===== src/rtl/bispectrum_triple_feeder.sv =====
// Bispectrum triple feeder: walks the principal domain of one stored FFT frame
// and streams (X[k1], X[k2], X[k1+k2]) triples. Optional macro: BISPEC_FEED_SKIP_DC_EN.
module bispectrum_triple_feeder #(
   parameter int DATA_W = 16,
   parameter int N_LOG2 = 8
) (
   input  logic              clk,
   input  logic              rst,
   input  logic              start,
   output logic              busy,
   output logic              done,
   output logic              rd_en,
   output logic [N_LOG2-1:0] rd_addr,
   input  logic [DATA_W-1:0] rd_data_r,
   input  logic [DATA_W-1:0] rd_data_i,
   output logic              out_valid,
   input  logic              out_ready,
   output logic [DATA_W-1:0] f1_r,
   output logic [DATA_W-1:0] f1_i,
   output logic [DATA_W-1:0] f2_r,
   output logic [DATA_W-1:0] f2_i,
   output logic [DATA_W-1:0] f3_r,
   output logic [DATA_W-1:0] f3_i,
   output logic [N_LOG2-1:0] k1,
   output logic [N_LOG2-1:0] k2,
   output logic              out_last,
   output logic [2:0]        dbg_state
);

   typedef enum logic [2:0] {
      S_IDLE = 3'd0,
      S_RD1  = 3'd1,
      S_RD2  = 3'd2,
      S_RD3  = 3'd3,
      S_CAP  = 3'd4,
      S_OUT  = 3'd5,
      S_FIN  = 3'd6
   } state_t;

   // One extra bit so index sums and the H comparisons can never wrap.
   localparam int KW = N_LOG2 + 1;
   localparam logic [KW-1:0] H = KW'(1) << (N_LOG2 - 1);

`ifdef BISPEC_FEED_SKIP_DC_EN
   localparam logic [N_LOG2-1:0] K_MIN = N_LOG2'(1);
   localparam logic              EMPTY = (H <= KW'(2));
`else
   localparam logic [N_LOG2-1:0] K_MIN = '0;
   localparam logic              EMPTY = 1'b0;
`endif

   state_t              r_state;
   logic                r_busy, r_done, r_rd_en, r_valid, r_last;
   logic [N_LOG2-1:0]   r_rd_addr, r_k1, r_k2;
   logic [DATA_W-1:0]   r_f1_r, r_f1_i, r_f2_r, r_f2_i, r_f3_r, r_f3_i;

   logic [KW-1:0]       w_k1x, w_k2x;
   logic                w_inc_k2, w_last;
   logic [N_LOG2-1:0]   w_sum, w_nk1, w_nk2;

   assign w_k1x    = {1'b0, r_k1};
   assign w_k2x    = {1'b0, r_k2};
   assign w_inc_k2 = (w_k2x + KW'(1) <= w_k1x) && (w_k1x + w_k2x + KW'(1) < H);
   // Last when the next k1 row would hold no legal (k1, K_MIN) point.
   assign w_last   = !w_inc_k2 && (w_k1x + KW'(1) + {1'b0, K_MIN} >= H);
   assign w_sum    = r_k1 + r_k2;
   assign w_nk1    = w_inc_k2 ? r_k1 : r_k1 + N_LOG2'(1);
   assign w_nk2    = w_inc_k2 ? r_k2 + N_LOG2'(1) : K_MIN;

   // Handshake: a triple transfers on a rising edge where out_valid && out_ready;
   // while out_valid is high and out_ready low every triple output holds steady.
   always_ff @(posedge clk) begin
      if (rst) begin
         r_state   <= S_IDLE;
         r_busy    <= 1'b0;
         r_done    <= 1'b0;
         r_rd_en   <= 1'b0;
         r_rd_addr <= '0;
         r_valid   <= 1'b0;
         r_last    <= 1'b0;
         r_k1      <= '0;
         r_k2      <= '0;
         r_f1_r    <= '0;
         r_f1_i    <= '0;
         r_f2_r    <= '0;
         r_f2_i    <= '0;
         r_f3_r    <= '0;
         r_f3_i    <= '0;
      end else begin
         r_done <= 1'b0;
         case (r_state)
            S_IDLE: begin
               if (start) begin
                  if (EMPTY) begin
                     r_done  <= 1'b1;
                     r_state <= S_FIN;
                  end else begin
                     r_k1      <= K_MIN;
                     r_k2      <= K_MIN;
                     r_busy    <= 1'b1;
                     r_rd_en   <= 1'b1;
                     r_rd_addr <= K_MIN;
                     r_state   <= S_RD1;
                  end
               end
            end
            S_RD1: begin
               r_rd_addr <= r_k2;
               r_state   <= S_RD2;
            end
            S_RD2: begin
               r_f1_r    <= rd_data_r;
               r_f1_i    <= rd_data_i;
               r_rd_addr <= w_sum;
               r_state   <= S_RD3;
            end
            S_RD3: begin
               r_f2_r  <= rd_data_r;
               r_f2_i  <= rd_data_i;
               r_rd_en <= 1'b0;
               r_state <= S_CAP;
            end
            S_CAP: begin
               r_f3_r  <= rd_data_r;
               r_f3_i  <= rd_data_i;
               r_valid <= 1'b1;
               r_last  <= w_last;
               r_state <= S_OUT;
            end
            S_OUT: begin
               if (out_ready) begin
                  r_valid <= 1'b0;
                  r_last  <= 1'b0;
                  if (r_last) begin
                     r_busy  <= 1'b0;
                     r_done  <= 1'b1;
                     r_state <= S_FIN;
                  end else begin
                     r_k1      <= w_nk1;
                     r_k2      <= w_nk2;
                     r_rd_en   <= 1'b1;
                     r_rd_addr <= w_nk1;
                     r_state   <= S_RD1;
                  end
               end
            end
            S_FIN: begin
               r_busy  <= 1'b0;
               r_state <= S_IDLE;
            end
            default: r_state <= S_IDLE;
         endcase
      end
   end

   assign busy      = r_busy;
   assign done      = r_done;
   assign rd_en     = r_rd_en;
   assign rd_addr   = r_rd_addr;
   assign out_valid = r_valid;
   assign out_last  = r_last;
   assign k1        = r_k1;
   assign k2        = r_k2;
   assign f1_r      = r_f1_r;
   assign f1_i      = r_f1_i;
   assign f2_r      = r_f2_r;
   assign f2_i      = r_f2_i;
   assign f3_r      = r_f3_r;
   assign f3_i      = r_f3_i;
   assign dbg_state = r_state;

endmodule

===== config.mk =====
export PLATFORM = sky130hd
export DESIGN_NAME = bispectrum_triple_feeder
export DESIGN_NICKNAME = d
export VERILOG_FILES = /design/src/rtl/bispectrum_triple_feeder.sv
export SDC_FILE = /design/constraint.sdc
export NUM_CORES = 1
export LEC_CHECK = 0
export ABC_AREA = 1
export BUFFER_PORTS_ARGS = -buffer_cell sky130_fd_sc_hd__buf_2
export CORE_UTILIZATION = 45
export CTS_BUF_LIST = sky130_fd_sc_hd__clkbuf_8 sky130_fd_sc_hd__clkbuf_16
export DETAILED_ROUTE_END_ITERATION = 16
export PLACE_DENSITY = 0.78
export SYNTH_ARGS = -nofsm -noshare
export SYNTH_HDL_FRONTEND = slang
export SYNTH_SLANG_ARGS = --single-unit

===== constraint.sdc =====
create_clock -name clk -period 3.2 [get_ports clk]
set_clock_uncertainty 0.2 [all_clocks]
set_input_delay 0.32 -clock clk [delete_from_list [all_inputs] [get_ports clk]]
set_output_delay 0.32 -clock clk [all_outputs]
set_load 0.01 [all_outputs]

## Word-level counts from Yosys, hierarchy flattened

Index checks and enable logic that the tools add are counted.

| word-level totals | value |
|---|---|
| bits in registers | 128 |
| input port bits | 36 |
| output and inout port bits | 128 |
| word-level logic and storage cells | 78 |

| operators by class | value |
|---|---|
| $add $sub $neg | 7 |
| magnitude comparators | 3 |
| eq/ne operators | 10 |
| mux-type cells | 25 |
| bitwise logic cells | 2 |
| reductions and logical operators | 16 |

Operators with widths:

| cell | number |
|---|---|
| two-way mux 8 bit | 7 |
| one-hot mux 8 bit (2 select lines) | 2 |
| one-hot mux 8 bit (4 select lines) | 1 |
| adder 8 x 1 -> 9 bit (second input constant) | 2 |
| one-hot mux 3 bit (6 select lines) | 1 |
| adder 8 x 1 -> 8 bit (second input constant) | 2 |
| AND reduction 4 bit | 4 |
| adder 8 x 8 -> 9 bit | 1 |
| adder 9 x 1 -> 9 bit (second input constant) | 1 |
| == test 3 bit (second input constant) | 3 |
| >= comparator 9 x 8 -> 1 bit (second input constant) | 1 |
| less-or-equal comparator 9 x 8 -> 1 bit | 1 |
| less-than comparator 9 x 8 -> 1 bit (second input constant) | 1 |
| two-way mux 3 bit | 3 |
| adder 8 bit | 1 |
| != test 2 bit (second input constant) | 4 |
| two-way mux 1 bit | 7 |
| == test 3 x 2 -> 1 bit (second input constant) | 2 |
| one-hot mux 1 bit (3 select lines) | 2 |
| nonzero test 3 bit | 2 |
| one-hot mux 1 bit (2 select lines) | 2 |
| AND reduction 2 bit | 2 |
| nonzero test 2 bit | 2 |
| nonzero test 4 bit | 1 |
| other kinds (6) | 8 |

## Depth between registers and ports, before layout

Gate-level depths: netlist (run 1).

| logic depth | value |
|---|---|
| depth after elaboration | 8 |
| mapped depth | 18 |
| mapped depth without buffers | 18 |

## Least setup slack after synthesis (run 1)

No wires, ideal clock.

| timing | value |
|---|---|
| path kind | register to register |
| start | register r_k2[1] (netlist: k2[1]) |
| end | register r_k2[1] (netlist: k2[1]) |
| library setup time | 70 ps |
| data arrival time | 2469 ps |
| required time | 2930 ps |
| setup slack | 461 ps |
| cell stages (with the launch flop) | 16 |
| buffers on the path | 0 |
| clock period less this slack | 2739 ps |
| path through | dfxtp_1 -> ha_1 -> nand2_1 -> nor2_2 -> nand2_1 -> xnor2_1 -> ha_1 -> a21oi_1 -> o21bai_1 -> nor2_1 -> nand2_1 -> nand2_2 -> nand2_4 -> nor3b_4 -> nand2_1 -> a21oi_1 |

| between the ends | value |
|---|---|
| word-level cells in the longest chain between the ends | 8 |
| elaborated cells between the ends (all ways) | 11 |
| those cells by class | add/sub: 4; order compare: 2; mux: 4; reduce/logical: 1 |

RTL lines:

| element | RTL line | source |
|---|---|---|
| from (decl) | 54 | `logic [N_LOG2-1:0] r_rd_addr, r_k1, r_k2;` |
| from (signal assigned) | 140 | `r_k2 <= w_nk2;` |
| adder 8 x 8 -> 9 bit | 63 | `assign w_inc_k2 = (w_k2x + KW'(1) <= w_k1x) && (w_k1x + w_k2x + KW'(1) < H);` |
| adder 9 x 1 -> 9 bit | 63 |  |
| less-than comparator 9 x 8 -> 1 bit | 63 |  |
| logical AND 1 bit | 63 |  |
| two-way mux 8 bit * | 68 | `assign w_nk2 = w_inc_k2 ? r_k2 + N_LOG2'(1) : K_MIN;` |
| two-way mux 8 bit * | 134 | `if (r_last) begin` |
| two-way mux 8 bit * | 131 | `if (out_ready) begin` |
| one-hot mux 8 bit (2 select lines) * | 91 | `case (r_state)` |

Every way passes the cells marked *; elsewhere a longest branch is shown, timed or not. The select of a mux whose other input is x is not followed.
A chain may end at the register's enable or synchronous reset.

## Final worst setup path (run 1)

Same ends and word-level chain as after synthesis.

==> impl_metrics.py, run 1 <==
metrics = {
    "yosys": {
        "synth_top_family_by_area": "simple AND/OR/NAND/NOR gates",
        "synth_area_um2": 5610,
        "synth_cells": 769,
        "yosys.cell_types.count": 39,
        "yosys.area_share.xor_xnor_pct": 2.03,
        "syn_avg_cell_area_um2": 7.30,
        "synth_simple_gate_area_share_pct": 26.6,
        "synth_compound_area_share_pct": 15.5,
        "synthesis.nets": 825,
        "synthAdderAreaFrac_pct": 4.59,
        "ys_seq_area_share_pct": 45.6,
        "synthMuxAreaShare_pct": 0,
        "ys_ff_latch": 128,
        "ys_warn_count": 0,
    },
    "run_status": {
        "status": "complete, no violations",
    },
    "min_path": {
        "min_delay_path_depth": 2,
        "min_path_type": "in2reg",
        "hold_end": "rd_addr[0]",
        "min_from": "rst",
    },
    "clocking": {
        "cts_tree": "built",
        "cts.sinks": 128,
        "cts_buffer_depth": 2,
        "numCtsBuffers": 17,
        "htreeDepth": 4,
        "root_buffer": "clkbuf_16",
        "clock_latency_ns": 0.42,
        "path_clk_slew_ns": 0.06,
    },
    "setup_path": {
        "max_stage_delay_ns": 0.40,
        "end_kind": "register",
        "path_cells": "ha_1 -> nand2_1 -> nor2_2 -> nand2_1 -> xnor2_2 -> ha_1 -> a21oi_1 -> o21bai_1 -> nor2_1 -> nand2_1 -> nand2_2 -> nand2_4 -> nor3b_4 -> buf_4 -> nand2_1 -> a21oi_1",
        "r2r_slack_ns": 0.23,
        "start_kind": "register",
        "cpMaxStageDelayCell": "dfxtp_2",
        "reg2regPathDepth": 16,
        "r2r_end": "k2[1]",
        "cp.required_ns": 3.34,
        "arrival_ns": 3.12,
        "crit-reg2reg-launch": "k2[1]",
        "crit_type": "reg2reg",
        "worst-path-max-fanout": 10,
        "cpMostUsedCell": "nand2_1",
    },
    "sta": {
        "slew_headroom_pct": 65.9,
        "fin_ws_ns": 0.225,
        "fin_crit_ns": 2.97,
        "setup_viol": 0,
        "hold_ws_ns": 0.165,
        "worst_pin_slew_ns": 0.510,
        "fmax_mhz": 336,
        "hold_viol": 0,
        "slew_viol_final": 0,
        "fin_crit_sh_pct": 93.0,
    },
    "layout": {
        "syn_to_final_growth_pct": 34.5,
        "antenna-diode-count": 0,
        "finish.utilization_pct": 62.6,
        "layout_common_cells": "nor2_1 (211), buf_2 (163), dfxtp_1 (126)",
        "drive_gt1_share_pct": 24.2,
        "final_nets": 1016,
        "final_common_cell": "nor2_1",
        "num-fill-cells": 1054,
    },
    "die": {
        "initial_core_util_pct": 46.5,
        "rows": 40,
        "core_um2": 12100,
        "fp.dieArea_um2": 12900,
        "die_w_um": 114,
        "die_height_um": 114,
        "pin_count": 164,
    },
    "global_routing": {
        "grt_max_degree": 97,
        "use_met3_pct": 7.17,
        "overflow": 0,
        "grt_use_total_pct": 26.4,
        "antenna_found_initial": 0,
        "grt_pass1_vias": 5380,
        "met1_usage_pct": 32.1,
        "grt_first_pass_wirelength_um": 26800,
        "grt.busiest_layer": "met2",
        "met2_usage_pct": 44.3,
    },
    "routing": {
        "drc": 0,
        "wl_per_cell_um": 14.9,
        "vias": 5802,
        "drt_iter0_markers": 462,
        "postRouteAntennaNets": 0,
        "dr.pass1.iters": 5,
        "vias_per_cell": 5.09,
        "routed_wl_um": 17000,
    },
    "placement": {
        "port_buffers": 163,
        "hpwl_um": 10900,
        "globalplace.congestion": 0.924,
        "pre_cts_slack_ns": 0.137,
    },
    "pwr": {
        "p_per_area_nw_per_um2": 595,
        "p_leak_nw": 3.87,
        "max-vdd-ir-drop_v": 0.000424,
        "report.power.total_mw": 4.49,
    },
    "job": {
        "cap_viol_max_count": 0,
    },
}
## routing by layer
layer | wire length, µm | vias up
li1 | - | 2877
met1 | 7120 | 2646
met2 | 8220 | 252
met3 | 1240 | 27
met4 | 362 | 0
met5 | 0 | -
## stage by stage
stage,setup TNS (ns),area (µm²),std cells
floorplan,0,5610,769
global placement,0,6600,1075
detailed placement,0,6600,1075
CTS,0,7530,1140
global route,-0.175,7550,1141
finish,0,7550,1141
## state kept, by name, summed over array words and instances (netlist names)
register / flops
f1_r: 16
f2_i: 16
f3_r: 16
k1: 8
f1_i: 16
out_valid: 1
rd_en: 1
rd_addr: 8
busy: 1
dbg_state: 3
f2_r: 16
done: 1
f3_i: 16
out_last: 1
k2: 8
## where the power goes
group,switching (mW),internal (mW)
logic,0.496,0.271
registers,0.0855,1.69
clock network,0.764,1.18
## worst max-delay path, delay by kind of cell, from the launching register on
| family | cells | cell delay [ns] |
|---|---|---|
| AOI/OAI and AO/OA | 3 | 0.33 |
| xor gates and xnor gates | 1 | 0.16 |
| and+or+nand+nor | 9 | 1.09 |
| buffers and inverters | 1 | 0.18 |
| adders and majority gates | 2 | 0.52 |
| DFF | 1 | 0.40 |
## layout make-up
type                       count  area [µm²]  area share, %
timing repair buffer         207        1240           16.4
clock inverter                14         159           2.10
sequential                   128        2560           34.0
tap                          168         210           2.78
inverter                      48         180           2.39
multi-input combinational    558        2760           36.5
clock buffer                  18         439           5.82
## Yosys cell counts
master	count	area [µm²]
a22o_1	1	8.76
ha_1	19	238
xor2_1	11	96.3
clkinv_1	1	3.75
a21oi_4	2	32.5
clkbuf_1	33	124
nor3_2	1	10.0
fa_1	1	20.0
buf_1	1	3.75
nor2_2	1	6.26
nor3b_4	1	18.8
a22oi_1	1	7.51
o21a_1	1	7.51
o41ai_1	1	8.76
nor2_1	213	800
buf_4	1	7.51
nand3_1	32	160
a21oi_2	1	8.76
xnor2_1	2	17.5
inv_2	8	30.0
nor2_4	1	11.3
nor3_4	1	16.3
a21oi_1	39	195
o21bai_1	2	15.0
inv_1	39	146
nor3_1	6	30.0
nor2_8	1	20.0
nand2_4	1	11.3
o21ai_0	108	541
o21ai_1	3	15.0
a21o_1	1	7.51
a211oi_1	1	7.51
a311oi_1	1	8.76
or2_2	2	12.5
nand2_2	4	25.0
nand2_1	96	360
o31ai_1	1	7.51
nand4_1	2	12.5
dfxtp_1	128	2560
## repair_timing
item / CTS / global route
setup endpoints to repair: 0 / 16
gates resized for setup: 0 / 3
hold buffers: 33 / 0
hold endpoints to repair: 94 / 0
buffers inserted: 0 / 1
## worst max path at each step
stage          endpoint   from  cells after the start  slack (ns)
6_report          k2[1]  k2[1]                     16        0.23
5_1_grt           k2[1]  k2[1]                     16       -0.05
4_1_cts           k2[2]  k2[1]                     15        0.11
3_5_place_dp      k2[4]  k2[1]                     15        0.14
3_3_place_gp      k2[6]  k2[1]                     15        0.23
2_1_floorplan     k2[1]  k2[1]                     15        0.46
## logic make-up (layout without fill, tap and decap cells)
kind of cell	count (synthesis)	after routing
XOR/XNOR	13	13
AO/OA/AOI/OAI	163	163
AND/OR/NAND/NOR	362	362
flip-flops	128	128
adder cells (fa/ha/maj)	20	20
buffers and inverters	83	287
No activity file was read; power rests on OpenSTA's default activity.
==> inputs of run 2 (changes only) <==
--- a/config.mk
+++ b/config.mk
@@ -5,7 +5,6 @@
 export SDC_FILE = /design/constraint.sdc
 export NUM_CORES = 1
 export LEC_CHECK = 0
-export ABC_AREA = 1
 export BUFFER_PORTS_ARGS = -buffer_cell sky130_fd_sc_hd__buf_2
 export CORE_UTILIZATION = 45
 export CTS_BUF_LIST = sky130_fd_sc_hd__clkbuf_8 sky130_fd_sc_hd__clkbuf_16
==> run 2 against run 1 <==
  * Routed wire length up 0.27%
  * Worst hold slack lost 0.070 ns
  * Final area fell by 0.13%
  * Area after synthesis fell by 0.65%
  * Clock power shrank 4%
  * Synthesized cell count fell by 8.1%
  * Largest power group unchanged
  * Highest routed layer unchanged
  * Critical path depth fell by 5
  * Utilization decreased by 0.083 points
  * Sequential power fell by 6%
  * Worst setup slack worse by 0.071 ns
  * First-iteration DRC count grew 0.87%
  * Via count is 0.31% higher
==> impl_metrics.py, run 2 <==
metrics = {
    "setup_path": {
        "cp-endpoint": "rd_addr[3]",
        "cp.required_ns": 3.29,
        "crit-reg2reg-launch": "k2[1]",
        "crit_type": "reg2reg",
        "start_kind": "register",
        "end_kind": "register",
        "worst-path-max-fanout": 17,
        "setup.worst_path.start": "k2[1]",
        "reg2regPathDepth": 11,
        "r2r_end": "rd_addr[3]",
        "arrival_ns": 3.14,
        "r2r_slack_ns": 0.15,
    },
    "yosys": {
        "synth_top_cell_area_share_pct": 45.9,
        "synthArstFlopShare_pct": 0,
        "synth.area.top_cells": "dfxtp_1 (46%), nand2_1 (15%), a21oi_1 (11%)",
        "yosys-top-cells-count": "nand2_1 (227), dfxtp_1 (128), a21oi_1 (123)",
        "ys_ff_latch": 128,
        "syn_avg_cell_area_um2": 7.89,
        "synthesis.nets": 763,
        "synth_area_um2": 5580,
        "ys_seq_area_share_pct": 45.9,
        "synth_ff_type": "dfxtp_1",
        "ys_warn_count": 0,
        "synth.most_common_cell": "nand2_1",
        "post-synth-top-area-cell": "dfxtp_1",
        "yosys.cell_types.count": 54,
        "synth_cells": 707,
        "synth_enable_flop_cells": 0,
    },
    "global_routing": {
        "grt.busiest_layer": "met2",
        "antenna_found_initial": 0,
        "grt_max_degree": 73,
        "overflow": 0,
        "met1_usage_pct": 33.5,
        "grt_first_pass_wirelength_um": 26800,
        "grt_pass1_vias": 5228,
        "use_met3_pct": 7.71,
        "grt_use_total_pct": 26.6,
        "met2_usage_pct": 42.5,
    },
    "sta": {
        "worst_pin_slew_ns": 0.773,
        "fmax_mhz": 328,
        "fin_crit_sh_pct": 95.2,
        "hold_ws_ns": 0.0946,
        "slew_viol_final": 0,
        "fin_crit_ns": 3.05,
        "rsz0062_at_grt": "false",
        "setup_viol": 0,
        "fin_tns_setup_ns": 0,
        "hold_viol": 0,
        "slew_headroom_pct": 48.5,
    },
    "layout": {
        "register_area_um2": 2560,
        "drive_gt1_share_pct": 25.3,
        "num-fill-cells": 1044,
        "final_nets": 957,
        "multi_input_area_um2": 2820,
        "antenna-diode-count": 0,
        "layout_common_cells": "nand2_1 (227), buf_2 (162), dfxtp_1 (126)",
        "final_common_cell": "nand2_1",
        "design_area_um2": 7540,
        "syn_to_final_growth_pct": 35.2,
    },
    "placement": {
        "dpl_cell_area_um2": 6610,
        "globalplace.congestion": 0.905,
        "hpwl_um": 11200,
        "port_buffers": 163,
    },
    "clocking": {
        "cts_tree": "built",
        "cts_buffer_depth": 2,
        "cts.sinks": 128,
        "clock_latency_ns": 0.41,
        "numCtsBuffers": 17,
        "htreeDepth": 4,
        "path_clk_slew_ns": 0.06,
        "root_buffer": "clkbuf_16",
    },
    "die": {
        "rows": 40,
        "fp.dieArea_um2": 12800,
        "die_w_um": 113,
        "initial_core_util_pct": 46.2,
        "pin_count": 164,
        "die_height_um": 113,
        "core_um2": 12100,
    },
    "routing": {
        "drc": 0,
        "dr.pass1.iters": 5,
        "routed_wl_um": 17000,
        "vias_per_cell": 5.38,
        "vias": 5820,
        "drt_iter0_markers": 466,
        "postRouteAntennaNets": 0,
        "wl_per_cell_um": 15.7,
    },
    "pwr": {
        "p_int_mw": 2.90,
        "p_clk_share_pct": 48.2,
        "p_comb_share_pct": 8.7,
        "p_sw_mw": 0.977,
        "power_frac_seq_pct": 43.1,
        "report.power.total_mw": 3.87,
        "switching_share_pct": 25.2,
        "max-vdd-ir-drop_v": 0.000357,
        "p_per_area_nw_per_um2": 514,
        "p_leak_nw": 3.21,
    },
    "run_status": {
        "status": "complete, no violations",
    },
    "min_path": {
        "min_path_type": "in2reg",
        "min_from": "out_ready",
    },
    "job": {
        "cap_viol_max_count": 0,
    },
}
## run 2: how the worst min path moves through the flow
stage	endpoint	slack [ns]	cells past startpoint
floorplan	f1_i[0]	0.26	2
global placement	f3_r[10]	0.24	2
detailed placement	f3_r[8]	0.24	2
CTS	dbg_state[0]	0.06	3
global route	done	0.11	3
finish	done	0.09	3
## run 2: final cells by class
class | count | area share, %
tap | 168 | 2.79
timing repair buffer | 216 | 17.4
clock buffer | 20 | 6.19
multi-input combinational | 522 | 37.4
clock inverter | 12 | 1.43
inverter | 16 | 0.797
sequential | 128 | 34.0
## run 2: timing repair
action / in CTS / in global routing
resized for setup: 0 / 7
buffers inserted: 0 / 1
hold endpoints to repair: 95 / 0
hold buffers: 32 / 0
endpoints found under the setup margin: 0 / 19
## run 2: layer usage
metal,vias to the layer above,share of wire [%]
met4,0,2.7
met2,243,48
met1,2732,44
met3,33,5.8
met5,-,0
li1,2812,-
## run 2: cell families (layout without fill, tap and decap cells)
family / count (synthesis) / in the layout / share of synthesized area, %
mux: 4 / 4 / 0.740
simple gates: 298 / 298 / 22.8
fa+ha+maj: 20 / 20 / 4.62
compound gates: 188 / 188 / 20.0
xor+xnor: 12 / 12 / 1.88
flops: 128 / 128 / 45.9
buf+inv: 57 / 264 / 4.02
## run 2: stage by stage
step	std cells	setup slack (ns)	util [%]
final	1082	0.155	62.5
after global routing	1082	0.00280	62.5
after CTS	1081	0.0279	62.2
after detailed placement	1017	0.0346	54.8
after global placement	1017	0.0882	54.8
after floorplan	707	0.145	-
## run 2: worst max-delay path, stage by stage, from the launching register on
cell      delay, ns
dfxtp_1        0.37
ha_2           0.22
nand3_2        0.12
nor2_1         0.15
xor2_1         0.19
ha_1           0.27
a21o_1         0.19
a221oi_2       0.27
nor2_2         0.10
or2_4          0.32
nor4b_1        0.18
or3_1          0.35
## run 2: power by group through the flow
| stage | clock network (mW) | logic [mW] | registers [mW] |
|---|---|---|---|
| after global routing | 1.97 | 0.365 | 1.68 |
| after floorplan | 0 | 0.150 | 1.72 |
| after detailed placement | 0 | 0.301 | 1.70 |
| after global placement | 0 | 0.298 | 1.70 |
| final | 1.87 | 0.337 | 1.67 |
| after CTS | 1.88 | 0.333 | 1.67 |
